`config.mk`:
```
export PLATFORM = sky130hd
export DESIGN_NAME = vector_mem_sequencer
export DESIGN_NICKNAME = d
export VERILOG_FILES = /design/src/rtl/vector_mem_pkg.sv /design/src/rtl/vector_mem_sequencer.sv
export SDC_FILE = /design/constraint.sdc
export NUM_CORES = 1
export LEC_CHECK = 0
export CAP_MARGIN = 30
export CORE_MARGIN = 3
export CORE_UTILIZATION = 45
export DETAILED_ROUTE_END_ITERATION = 7
export HOLD_SLACK_MARGIN = 0.05
export PLACE_DENSITY = 0.85
export SYNTH_ARGS = -nofsm -noshare
export SYNTH_HDL_FRONTEND = slang
export SYNTH_SLANG_ARGS = --single-unit
```
`constraint.sdc`:
```
create_clock -name clk -period 18.1 [get_ports clk]
set_input_delay 3.62 -clock clk [delete_from_list [all_inputs] [get_ports clk]]
set_output_delay 3.62 -clock clk [all_outputs]
set_load 0.005 [all_outputs]
```
`src/rtl/vector_mem_pkg.sv`:
```
// Shared types and default geometry for the MEM-stage vector memory sequencer.
package vector_mem_pkg;

  typedef enum logic [1:0] {
    IDLE   = 2'd0,
    ACCESS = 2'd1,
    DONE   = 2'd2
  } state_t;

  localparam int VEC_W_DEF  = 192;
  localparam int BEAT_W_DEF = 32;
  localparam int ADDR_W_DEF = 32;

  function automatic int calc_cnt_w(input int beats);
    return (beats > 1) ? $clog2(beats) : 1;
  endfunction

  localparam int BEATS      = VEC_W_DEF / BEAT_W_DEF;
  localparam int BEAT_BYTES = BEAT_W_DEF / 8;
  localparam int CNT_W      = calc_cnt_w(BEATS);

endpackage

```
`src/rtl/vector_mem_sequencer.sv`:
```
// Splits scalar/vector MEM-stage accesses into BEAT_W-wide memory beats,
// assembles load data and stalls the pipeline until the access completes.
module vector_mem_sequencer
  import vector_mem_pkg::*;
#(
  parameter int VEC_W  = VEC_W_DEF,
  parameter int BEAT_W = BEAT_W_DEF,
  parameter int ADDR_W = ADDR_W_DEF
) (
  input  logic              clk,
  input  logic              rst,
  input  logic              req_valid,
  input  logic              req_we,
  input  logic              req_vec,
  input  logic [ADDR_W-1:0] req_addr,
  input  logic [VEC_W-1:0]  req_wdata,
  output logic              mem_req,
  output logic              mem_we,
  output logic [ADDR_W-1:0] mem_addr,
  output logic [BEAT_W-1:0] mem_wdata,
  input  logic              mem_ready,
  input  logic [BEAT_W-1:0] mem_rdata,
  output logic              stall,
  output logic              done,
  output logic [VEC_W-1:0]  rdata
);

  localparam int L_BEATS      = VEC_W / BEAT_W;
  localparam int L_BEAT_BYTES = BEAT_W / 8;
  localparam int L_CNT_W      = calc_cnt_w(L_BEATS);

  if ((VEC_W % BEAT_W) != 0) begin : g_bad_geometry
    $error("vector_mem_sequencer: VEC_W must be a multiple of BEAT_W");
  end

  state_t              r_state;
  logic [L_CNT_W-1:0]  r_beat;
  logic                r_we;
  logic                r_vec;
  logic [ADDR_W-1:0]   r_addr;
  logic [VEC_W-1:0]    r_wsh;
  logic [VEC_W-1:0]    r_rdata;
  logic                r_mem_req;
  logic                r_done;
  logic                w_last;
  logic                w_accept;

  assign w_last   = r_vec ? (r_beat == L_CNT_W'(L_BEATS - 1)) : 1'b1;
  assign w_accept = r_mem_req & mem_ready;

  // Store data is shifted down one beat per accepted beat so the port always reads the low slice.
  always_ff @(posedge clk or posedge rst) begin
    if (rst) begin
      r_state   <= IDLE;
      r_beat    <= '0;
      r_we      <= 1'b0;
      r_vec     <= 1'b0;
      r_addr    <= '0;
      r_wsh     <= '0;
      r_rdata   <= '0;
      r_mem_req <= 1'b0;
      r_done    <= 1'b0;
    end else begin
      r_done <= 1'b0;
      case (r_state)
        IDLE: begin
          if (req_valid) begin
            r_state   <= ACCESS;
            r_we      <= req_we;
            r_vec     <= req_vec;
            r_addr    <= req_addr;
            r_wsh     <= req_wdata;
            r_beat    <= '0;
            r_rdata   <= '0;
            r_mem_req <= 1'b1;
          end
        end
        ACCESS: begin
          if (w_accept) begin
            if (!r_we) begin
              r_rdata[int'(r_beat)*BEAT_W +: BEAT_W] <= mem_rdata;
            end
            if (w_last) begin
              r_state   <= DONE;
              r_mem_req <= 1'b0;
              r_done    <= 1'b1;
            end else begin
              r_beat <= r_beat + L_CNT_W'(1);
              r_addr <= r_addr + ADDR_W'(L_BEAT_BYTES);
              r_wsh  <= r_wsh >> BEAT_W;
            end
          end
        end
        DONE: begin
          r_state <= IDLE;
        end
        default: begin
          r_state   <= IDLE;
          r_mem_req <= 1'b0;
        end
      endcase
    end
  end

  assign mem_req   = r_mem_req;
  assign mem_we    = r_mem_req & r_we;
  assign mem_addr  = r_addr;
  assign mem_wdata = r_mem_req ? r_wsh[BEAT_W-1:0] : '0;
  assign stall     = ((r_state == IDLE) & req_valid) | (r_state == ACCESS);
  assign done      = r_done;
  assign rdata     = r_rdata;

endmodule
```
==> impl_results.md, run 1 <==
- Flop2flop setup slack: 14.66 ns
- First-pass DRT Iterations: 6
- Chip height: 208 µm
- Critical setup path kind: in2out
- Outcome: finished clean
- Max-slew headroom: 0.0756
- Synth Register Bits: 425
- Worst-Skew Late Latency: 0.56 ns
- H-tree lvl count: 2
- Ys flop type: dfrtp_1
- Placer Congestion: 0.876
- Post-CTS sizing: 0
- PortBufs: 521
- Syn nets: 2208
- Post-synth ARST share: 1.00
- Setup TNS: 0 ns
- Leak: 10.8 nW
- Most numerous cell in the Yosys netlist: nand2_1
- Core ar.: 40000 µm²
- First-pass GRT wire length: 96400 µm
- Clock Sinks: 425
- Hold WC Path Type: reg2reg
- Worst EP arrival: 5.50 ns
- Warnings from Yosys: 0
- Skew final: 0.0293 ns
- Vias per std cell: 5.79
- R2r endpoint: r_wsh[90]$_DFFE_PP0P_
- Yosys top cell area share: 0.581
- Cell taking the most area after synthesis: dfrtp_1
- Slew @ Worst Pin: 1.39 ns
- Post-route cell area: 25500 µm²
- Setup bufs post-CTS: 0
- Detailed-placement wirelength estimate: 42900 µm
- Fill count: 3024
- CTS tree: done
- Synth top area cells: dfrtp_1, nand2_1, a22o_1
- Row Count: 73
- Reg clk slew, reported paths: 0.06 ns
- Initial drt markers: 1534
- Post-synth EDFFs: 0
- Num CTS Buffers: 45
- Setup crit start: req_valid
- Multi-input logic area: 6960 µm²
- Crit Path Max Fanout: 12
- Syn Inst Count: 1938
- Clk root buf: clkbuf_16
- Avg WL per Cell: 21.2 µm
- Die footprint: 43200 µm²
- Hold Path Origin: rdata[109]$_DFFE_PP0P_
- Most frequent cells after synthesis: nand2_1, dfrtp_1, nor2_1, a31oi_1, a22o_1
- Die W: 208 µm
- Fin. max-slew vios: 0
- Power density cells: 151 nW/µm²
- Worst R2R Start: r_state[0]$_DFFE_PP0P_
- Unrepaired setup endpoints after global routing: no
- Total track usage: 0.279
- Hold-fix buffers, CTS: 0
- Critical path capture point type: primary output
- Initial antenna violation count: 12
- Final number of setup-violating endpoints: 0
- Placed cell area: 23900 µm²
- Worst Path Required: 14.48 ns
- Area Growth Syn to Fin: 39.1%
- Max Cap Viol: 0
- Maximum clock frequency: 110 MHz
- Final Hold Vio Count: 0
- Initial core utilization: 0.458
- DRC viols: 0
- Synthesized area per cell: 9.45 µm²
- Clk buf depth: 3
- Nets: 2660
- Number of global-route vias before repair: 16800
- Largest net degree at the start of global routing: 297
- Fin crit share: 0.504
- IO Pins: 522
- Top Metal Used: met5
- R2R cell count: 6
- Sequential area share after synthesis: 0.581
- ANT nets after route: 0
- Met3 wire len: 6230 µm
- Distinct cells, synth: 59
- VDD IR max: 118 µV
- Worst setup endpoint: stall
- GRT overflow: 0
- M1 WL: 23500 µm
- Post-Route WL: 62900 µm
- Layout cells sized above 1: 0.0556
- Met2 routed wirelength: 29600 µm
- CP Launch Type: input port
- Minimum clock period: 9.12 ns
- Register area: 10600 µm²
- Via count: 17100
- Mapped cell area: 18300 µm²
-- critical path: stages --
cell             delay, ns
clkdlybuf4s50_1       0.52
or3b_2                0.61
nand2_1               0.21
clkdlybuf4s50_1       0.54
-- cells in the final DEF, fill, tap and decap left out, types with 3 or more instances in the layout --
cell type / synthesis / final
o22a_1: 3 / 3
a21oi_1: 35 / 34
a22oi_1: 3 / 3
nand2_1: 505 / 504
clkinv_2: 0 / 8
and3_1: 8 / 8
nor3_1: 7 / 6
buf_16: 0 / 4
clkbuf_16: 0 / 46
bufinv_16: 0 / 4
a31oi_1: 162 / 162
nand3_1: 54 / 54
and4_1: 4 / 4
clkdlybuf4s50_1: 0 / 521
and2_1: 36 / 36
clkinvlp_4: 0 / 4
clkbuf_8: 2 / 7
o21ai_0: 118 / 118
clkinv_4: 0 / 3
diode_2: 0 / 7
o21ai_4: 0 / 3
clkbuf_1: 82 / 8
inv_1: 38 / 37
ha_1: 8 / 8
nor2_1: 183 / 182
a2bb2oi_1: 7 / 7
nand4_1: 8 / 8
a31o_2: 3 / 3
a22o_1: 128 / 128
dfrtp_1: 425 / 425
buf_4: 3 / 23
o21ai_2: 3 / 3
o22ai_1: 13 / 13
nand4b_1: 4 / 4
-- area by class of cell --
type | instances | share of cell area
Multi-Input combinational cell | 1330 | 0.273
Antenna cell | 7 | 0.000687
Timing Repair Buffer | 550 | 0.217
Inverter | 38 | 0.00589
Clock buffer | 61 | 0.0501
Clock inverter | 22 | 0.00992
Tap cell | 525 | 0.0258
Sequential cell | 425 | 0.417
-- state kept, by name, indices dropped and copies added, names as in the netlist --
register / cells
rdata: 192
r_state: 2
r_we: 1
mem_addr: 32
r_vec: 1
done: 1
r_wsh: 192
mem_req: 1
r_beat: 3
-- metrics by stage --
step | setup slack (ns) | instances | hold slack, ns | util | power (W)
5_1_grt | 8.93 | 2958 | 0.501 | 0.637 | 0.00409
2_1_floorplan | 2.65 | 1938 | 0.450 | - | 0.00232
3_5_place_dp | 8.99 | 2866 | 0.471 | 0.597 | 0.00288
6_report | 8.98 | 2958 | 0.482 | 0.637 | 0.00385
3_3_place_gp | 9.00 | 2863 | 0.462 | 0.595 | 0.00281
4_1_cts | 8.99 | 2949 | 0.486 | 0.635 | 0.00385
-- per-layer routing --
metal,up-vias,GRT usage
met5,-,0
met4,6,0.147
met3,196,0.0712
met2,984,0.447
met1,8354,0.351
li1,7597,-
-- how the worst min path moves through the flow --
stage | to | slack, ns | depth (start not counted)
finish | rdata[109]$_DFFE_PP0P_ | 0.48 | 2
global route | rdata[109]$_DFFE_PP0P_ | 0.50 | 2
CTS | rdata[109]$_DFFE_PP0P_ | 0.49 | 2
detailed placement | rdata[86]$_DFFE_PP0P_ | 0.47 | 2
global placement | rdata[113]$_DFFE_PP0P_ | 0.46 | 2
floorplan | r_vec$_DFFE_PP0P_ | 0.45 | 2
-- power by group --
group / switching (W) / internal (W) / total, W
combinational: 0.000868 / 0.000607 / 0.00148
clock: 0.000392 / 0.000557 / 0.000949
sequential: 0.000200 / 0.00123 / 0.00143
total: 0.00146 / 0.00239 / 0.00385
-- cell families after synthesis --
logic type / count (synthesis) / share of synthesized area
multiplexers: 3 / 0.00171
AO/OA/AOI/OAI: 485 / 0.176
flip-flops: 425 / 0.581
XOR/XNOR: 2 / 0.000956
AND/OR/NAND/NOR: 832 / 0.191
adder cells (fa/ha/maj): 8 / 0.00546
buffers and inverters: 183 / 0.0441
Note: power is estimated with default switching activity, not from simulation.
==> run 2: changes to the inputs <==
Clock period 18.1 ns to 9.07 ns, I/O delays scaled along.
==> run 2 against run 1 <==
Clock power rose by 89%. Critical path depth is the same. Worst hold slack lost 0.0027 ns. Non-clock buffer count unchanged. Via count shrank 0.66%. Largest cell class unchanged.
==> impl_results.md, run 2 (synthesized netlist as in run 1, its figures left out) <==
- M1 WL: 23000 µm (-2.3%)
- CP Launch Type: input port
- Fin. max-slew vios: 0 (unchanged)
- CP bufs+invs: 2 (unchanged)
- Met2 routed wirelength: 30100 µm (+1.6%)
- Outcome: finished clean
- DRC viols: 0 (unchanged)
- First-pass GRT wire length: 95800 µm (-0.62%)
- Initial antenna violation count: 11 (-1)
- Fill count: 3003 (-0.69%)
- Critical setup path kind: in2out
- Register area: 10600 µm² (about the same)
- Row Count: 73 (unchanged)
- Max-slew headroom: 0.312 (+0.237)
- Fin crit share: 0.605
- Nets: 2660 (unchanged)
- H-tree lvl count: 2 (unchanged)
- Hold WC Path Type: reg2reg
- Placer Congestion: 0.869 (-0.89%)
- Worst EP arrival: 3.67 ns (-1.83 ns)
- Post-route cell area: 25400 µm² (-0.46%)
- Largest net degree at the start of global routing: 194 (-35%)
- VDD IR max: 205 µV (+73%)
- Number of global-route vias before repair: 16500 (-1.9%)
- Met3 wire len: 6720 µm (+7.9%)
- Delay-heaviest family, CP: buffers and inverters
- Slowest stage delay, CP: 0.63 ns (+0.02 ns)
- Maximum clock frequency: 182 MHz
- Clk root buf: clkbuf_16
- Initial drt markers: 1542 (+0.52%)
- Top Metal Used: met5
- Most common cell after layout, fill and taps aside: clkdlybuf4s50_1
- Final Hold Vio Count: 0 (unchanged)
- GRT overflow: 0 (unchanged)
- Via count: 17000 (-0.66%)
- Slowest stage cell, crit path: or3b_2
- Clock Sinks: 425 (unchanged)
- Clk buf depth: 3 (unchanged)
- CP most frequent cell: clkdlybuf4s50_1
- Post-CTS sizing: 0 (unchanged)
- Worst-path cell chain: clkdlybuf4s50_1 -> or3b_2 -> nand2_1 -> clkdlybuf4s50_1
- Unrepaired setup endpoints after global routing: no
- Reg clk slew, reported paths: 0.06 ns (about the same)
- Power density cells: 299 nW/µm² (+98%)
- Die footprint: 43200 µm² (unchanged)
- Die W: 208 µm (unchanged)
- Final number of setup-violating endpoints: 0 (unchanged)
- Critical path capture point type: primary output
- Total track usage: 0.279 (about the same)
- Core ar.: 40000 µm² (unchanged)
- Tot Pwr: 0.00758 W (+97%)
- Area Growth Syn to Fin: 38.5%
- Most frequent cells in the layout: clkdlybuf4s50_1, nand2_1, dfrtp_1
- Chip height: 208 µm (unchanged)
- Setup TNS: 0 ns (unchanged)
- CTS tree: done
- Detailed-placement wirelength estimate: 43000 µm (+0.28%)
- Skew final: 0.0226 ns (-0.00668 ns)
- Minimum clock period: 5.49 ns
- Non-filler cells, final: 2958 (unchanged)
- Vias per std cell: 5.76 (-0.66%)
- Hold-fix buffers, CTS: 0 (unchanged)
- Layout cells sized above 1: 0.0553 (-0.000389)
- IO Pins: 522 (unchanged)
- Worst-Skew Late Latency: 0.58 ns (+0.02 ns)
- ANT nets after route: 0 (unchanged)
- Post-Route WL: 62400 µm (-0.71%)
- Worst Path Required: 7.26 ns (-7.22 ns)
- Setup bufs post-CTS: 0 (unchanged)
- Multi-input logic area: 6950 µm² (about the same)
- Placed insts: 2867 (+0.035%)
- First-pass DRT Iterations: 8 (+2)
- Initial core utilization: 0.458 (unchanged)
- Num CTS Buffers: 45 (unchanged)
- Leak: 10.7 nW (-0.49%)
- PortBufs: 521 (unchanged)
- Slew @ Worst Pin: 1.03 ns (-0.355 ns)
- Avg WL per Cell: 21.1 µm (-0.71%)
- Max Cap Viol: 0 (unchanged)
- Crit Path Max Fanout: 12 (unchanged)
- Placed cell area: 23900 µm² (about the same)
run 2: cell types whose count changed in the layout (fill, tap and decap cells not counted), sizes merged:
cell      previous run  this run
inv                 40        39
clkbuf              61        62
clkinv              12        15
diode                7         8
bufinv               4         1
clkinvlp             4         3
run 2: final cells by class:
class,instances,area share
inverter,38,0.00577
sequential,425,0.419
tap,525,0.0259
timing repair buffer,550,0.218
clock inverter,20,0.00646
clock buffer,62,0.0501
antenna,8,0.000789
multi-input combinational,1330,0.274
run 2: metal layers:
layer  vias to the layer above  global-route usage
met5                         -                   0
met4                         8               0.114
met3                       163              0.0825
met2                      1014               0.460
met1                      8242               0.346
li1                       7597                   -
run 2: final timing paths:
kind	endpoint	from	cells after the start	slack [ns]
setup reg to reg	mem_addr[14]$_DFFE_PP0P_	mem_req$_DFFE_PP0P_	7	5.31
max in group asynchronous	rdata[79]$_DFFE_PP0P_	rst	4	5.63
hold reg to reg	rdata[103]$_DFFE_PP0P_	rdata[103]$_DFFE_PP0P_	2	0.48
hold / removal	rdata[103]$_DFFE_PP0P_	rdata[103]$_DFFE_PP0P_	2	0.48
setup / recovery	stall	req_valid	4	3.58
min in group asynchronous	mem_addr[1]$_DFFE_PP0P_	rst	3	1.89
run 2: where the power goes:
group | switching, W | total (W) | leakage [nW] | internal [W]
sequential | 0.000427 | 0.00287 | 5.33 | 0.00245
clock | 0.000777 | 0.00179 | 0.716 | 0.00102
combinational | 0.00171 | 0.00292 | 4.69 | 0.00121
total | 0.00291 | 0.00758 | 10.7 | 0.00467
run 2: through the flow:
stage,hold slack (ns),util,setup slack (ns)
after floorplan,0.450,-,1.52
after global placement,0.461,0.595,3.57
after detailed placement,0.465,0.597,3.58
after CTS,0.479,0.633,3.57
after global routing,0.500,0.634,3.51
final,0.479,0.634,3.58
run 2: worst register-to-register path: cells and delay by family, from the launching register on:
kind	cells	cell delay, ns
AO/OA/AOI/OAI	3	0.58
buffers and inverters	2	1.57
flip-flops	1	0.93
AND/OR/NAND/NOR	2	0.55
==> run 3: changes to the inputs <==
Clock period 9.07 ns to 5.6 ns, I/O delays scaled along.
==> run 3 against run 2 <==
Sequential power rose by 62%. Clock-buffer cell count grew 1. Combinational power rose by 63%. Critical path depth unchanged. Final area rose by 0.22%. Die area did not move. Final cell count decreased by 0.14%. Power grew 63%. Critical endpoint unchanged. Worst setup slack got worse by 2.0 ns. First-iteration DRC count up 5.8%. Non-clock buffer count did not move.
==> impl_results.md, run 3 (synthesized netlist as in run 1, its figures left out) <==
- Clk root buf: clkbuf_16
- Vias per std cell: 5.77 (+0.34%)
- Row Count: 73 (unchanged)
- Max Cap Viol: 0 (unchanged)
- Final Hold Vio Count: 0 (unchanged)
- Worst Path Required: 4.48 ns (-2.78 ns)
- Core ar.: 40000 µm² (unchanged)
- Fin. max-slew vios: 0 (unchanged)
- Placed cell area: 23900 µm² (+0.16%)
- Hold-fix buffers, CTS: 0 (unchanged)
- Number of global-route vias before repair: 16700 (+1.3%)
- Initial drt markers: 1631 (+5.8%)
- Max-slew headroom: 0.257 (-0.0554)
- Final number of setup-violating endpoints: 0 (unchanged)
- Post-route cell area: 25400 µm² (+0.22%)
- Largest net degree at the start of global routing: 221 (+14%)
- Clk buf depth: 3 (unchanged)
- Skew final: 0.0217 ns (-0.000885 ns)
- Setup TNS: 0 ns (unchanged)
- Non-filler cells, final: 2954 (-0.14%)
- Reg clk slew, reported paths: 0.06 ns (about the same)
- Die footprint: 43200 µm² (unchanged)
- Fin crit share: 0.726
- Most frequent cells in the layout: clkdlybuf4s50_1, nand2_1, dfrtp_1
- Clock Sinks: 425 (unchanged)
- DRC viols: 0 (unchanged)
- Crit Path Max Fanout: 12 (unchanged)
- PortBufs: 521 (unchanged)
- VDD IR max: 394 µV (+93%)
- Setup bufs post-CTS: 0 (unchanged)
- Total track usage: 0.279 (+0.000326)
- Via count: 17100 (+0.20%)
- Initial core utilization: 0.458 (unchanged)
- Leak: 10.7 nW (about the same)
- Placer Congestion: 0.855 (-1.5%)
- R2r endpoint: rdata[161]$_DFFE_PP0P_
- Initial antenna violation count: 11 (unchanged)
- Post-Route WL: 62500 µm (+0.12%)
- Num CTS Buffers: 45 (unchanged)
- CP Launch Type: input port
- Most common cell after layout, fill and taps aside: clkdlybuf4s50_1
- R2R cell count: 5 (-2)
- Layout cells sized above 1: 0.0533 (-0.00200)
- Critical path capture point type: primary output
- Placed insts: 2867 (unchanged)
- Avg WL per Cell: 21.2 µm (+0.26%)
- Die W: 208 µm (unchanged)
- Worst setup endpoint: stall
- First-pass DRT Iterations: 6 (-2)
- Critical setup path kind: in2out
- Worst R2R Start: mem_req$_DFFE_PP0P_
- ANT nets after route: 0 (unchanged)
- Post-CTS sizing: 0 (unchanged)
- Worst-Skew Late Latency: 0.57 ns (about the same)
- Maximum clock frequency: 246 MHz
- Minimum clock period: 4.07 ns
- H-tree lvl count: 2 (unchanged)
- Slew @ Worst Pin: 1.11 ns (+0.0831 ns)
- IO Pins: 522 (unchanged)
- Chip height: 208 µm (unchanged)
- Outcome: finished clean
- Unrepaired setup endpoints after global routing: no
- Setup crit start: req_valid
- Hold WC Path Type: reg2reg
- Flop2flop setup slack: 2.32 ns (-2.99 ns)
- Nets: 2660 (unchanged)
- GRT overflow: 0 (unchanged)
- First-pass GRT wire length: 96300 µm (+0.46%)
- CTS tree: done
- Worst EP arrival: 2.95 ns (-0.72 ns)
- Power density cells: 486 nW/µm² (+63%)
- Area Growth Syn to Fin: 38.8%
- Detailed-placement wirelength estimate: 43600 µm (+1.3%)
==> run 3: layer usage <==
| metal | share of wire | vias up | global-route usage |
|---|---|---|---|
| met2 | 0.47 | 996 | 0.457 |
| li1 | - | 7599 | - |
| met4 | 0.054 | 8 | 0.136 |
| met5 | 0.00069 | - | 0 |
| met3 | 0.10 | 210 | 0.0812 |
| met1 | 0.37 | 8245 | 0.341 |
==> run 3: cell type report <==
class                           count  area [µm²]
Antenna cell                        7        17.5
Clock inverter                     16         190
Tap cell                          525         657
Inverter                           38         146
Clock buffer                       63        1260
Multi-Input combinational cell   1330        6950
Sequential cell                   425       10600
Timing Repair Buffer              550        5560
Fill cell                        3001       14600
==> run 3: worst max-delay path: stages <==
cell and delay (ns):
clkdlybuf4s50_1 0.52, or3b_2 0.62, nand2_1 0.13, clkdlybuf4s50_1 0.55
==> run 3: where the power goes <==
group          total [W]  internal, W  switching [W]
combinational    0.00476      0.00197        0.00279
sequential       0.00465      0.00396       0.000685
clock            0.00294      0.00172        0.00122
total             0.0124      0.00765        0.00470
==> run 3: worst min-delay path by stage <==
stage / from / to / slack [ns] / cells after the start
global placement: rdata[80]$_DFFE_PP0P_ / rdata[80]$_DFFE_PP0P_ / 0.46 / 2
finish: rdata[78]$_DFFE_PP0P_ / rdata[78]$_DFFE_PP0P_ / 0.48 / 2
floorplan: r_vec$_DFFE_PP0P_ / r_vec$_DFFE_PP0P_ / 0.45 / 2
global route: rdata[114]$_DFFE_PP0P_ / rdata[114]$_DFFE_PP0P_ / 0.51 / 2
CTS: rdata[116]$_DFFE_PP0P_ / rdata[116]$_DFFE_PP0P_ / 0.48 / 2
detailed placement: rdata[116]$_DFFE_PP0P_ / rdata[116]$_DFFE_PP0P_ / 0.47 / 2
==> run 3: stage by stage <==
stage / util / setup WS (ns) / power (W) / hold slack, ns
3_5_place_dp: 0.598 / 1.49 / 0.00935 / 0.469
4_1_cts: 0.634 / 1.48 / 0.0124 / 0.483
6_report: 0.635 / 1.53 / 0.0124 / 0.482
5_1_grt: 0.635 / 1.42 / 0.0131 / 0.510
2_1_floorplan: - / -1.26 / 0.00749 / 0.450
3_3_place_gp: 0.597 / 1.49 / 0.00908 / 0.460
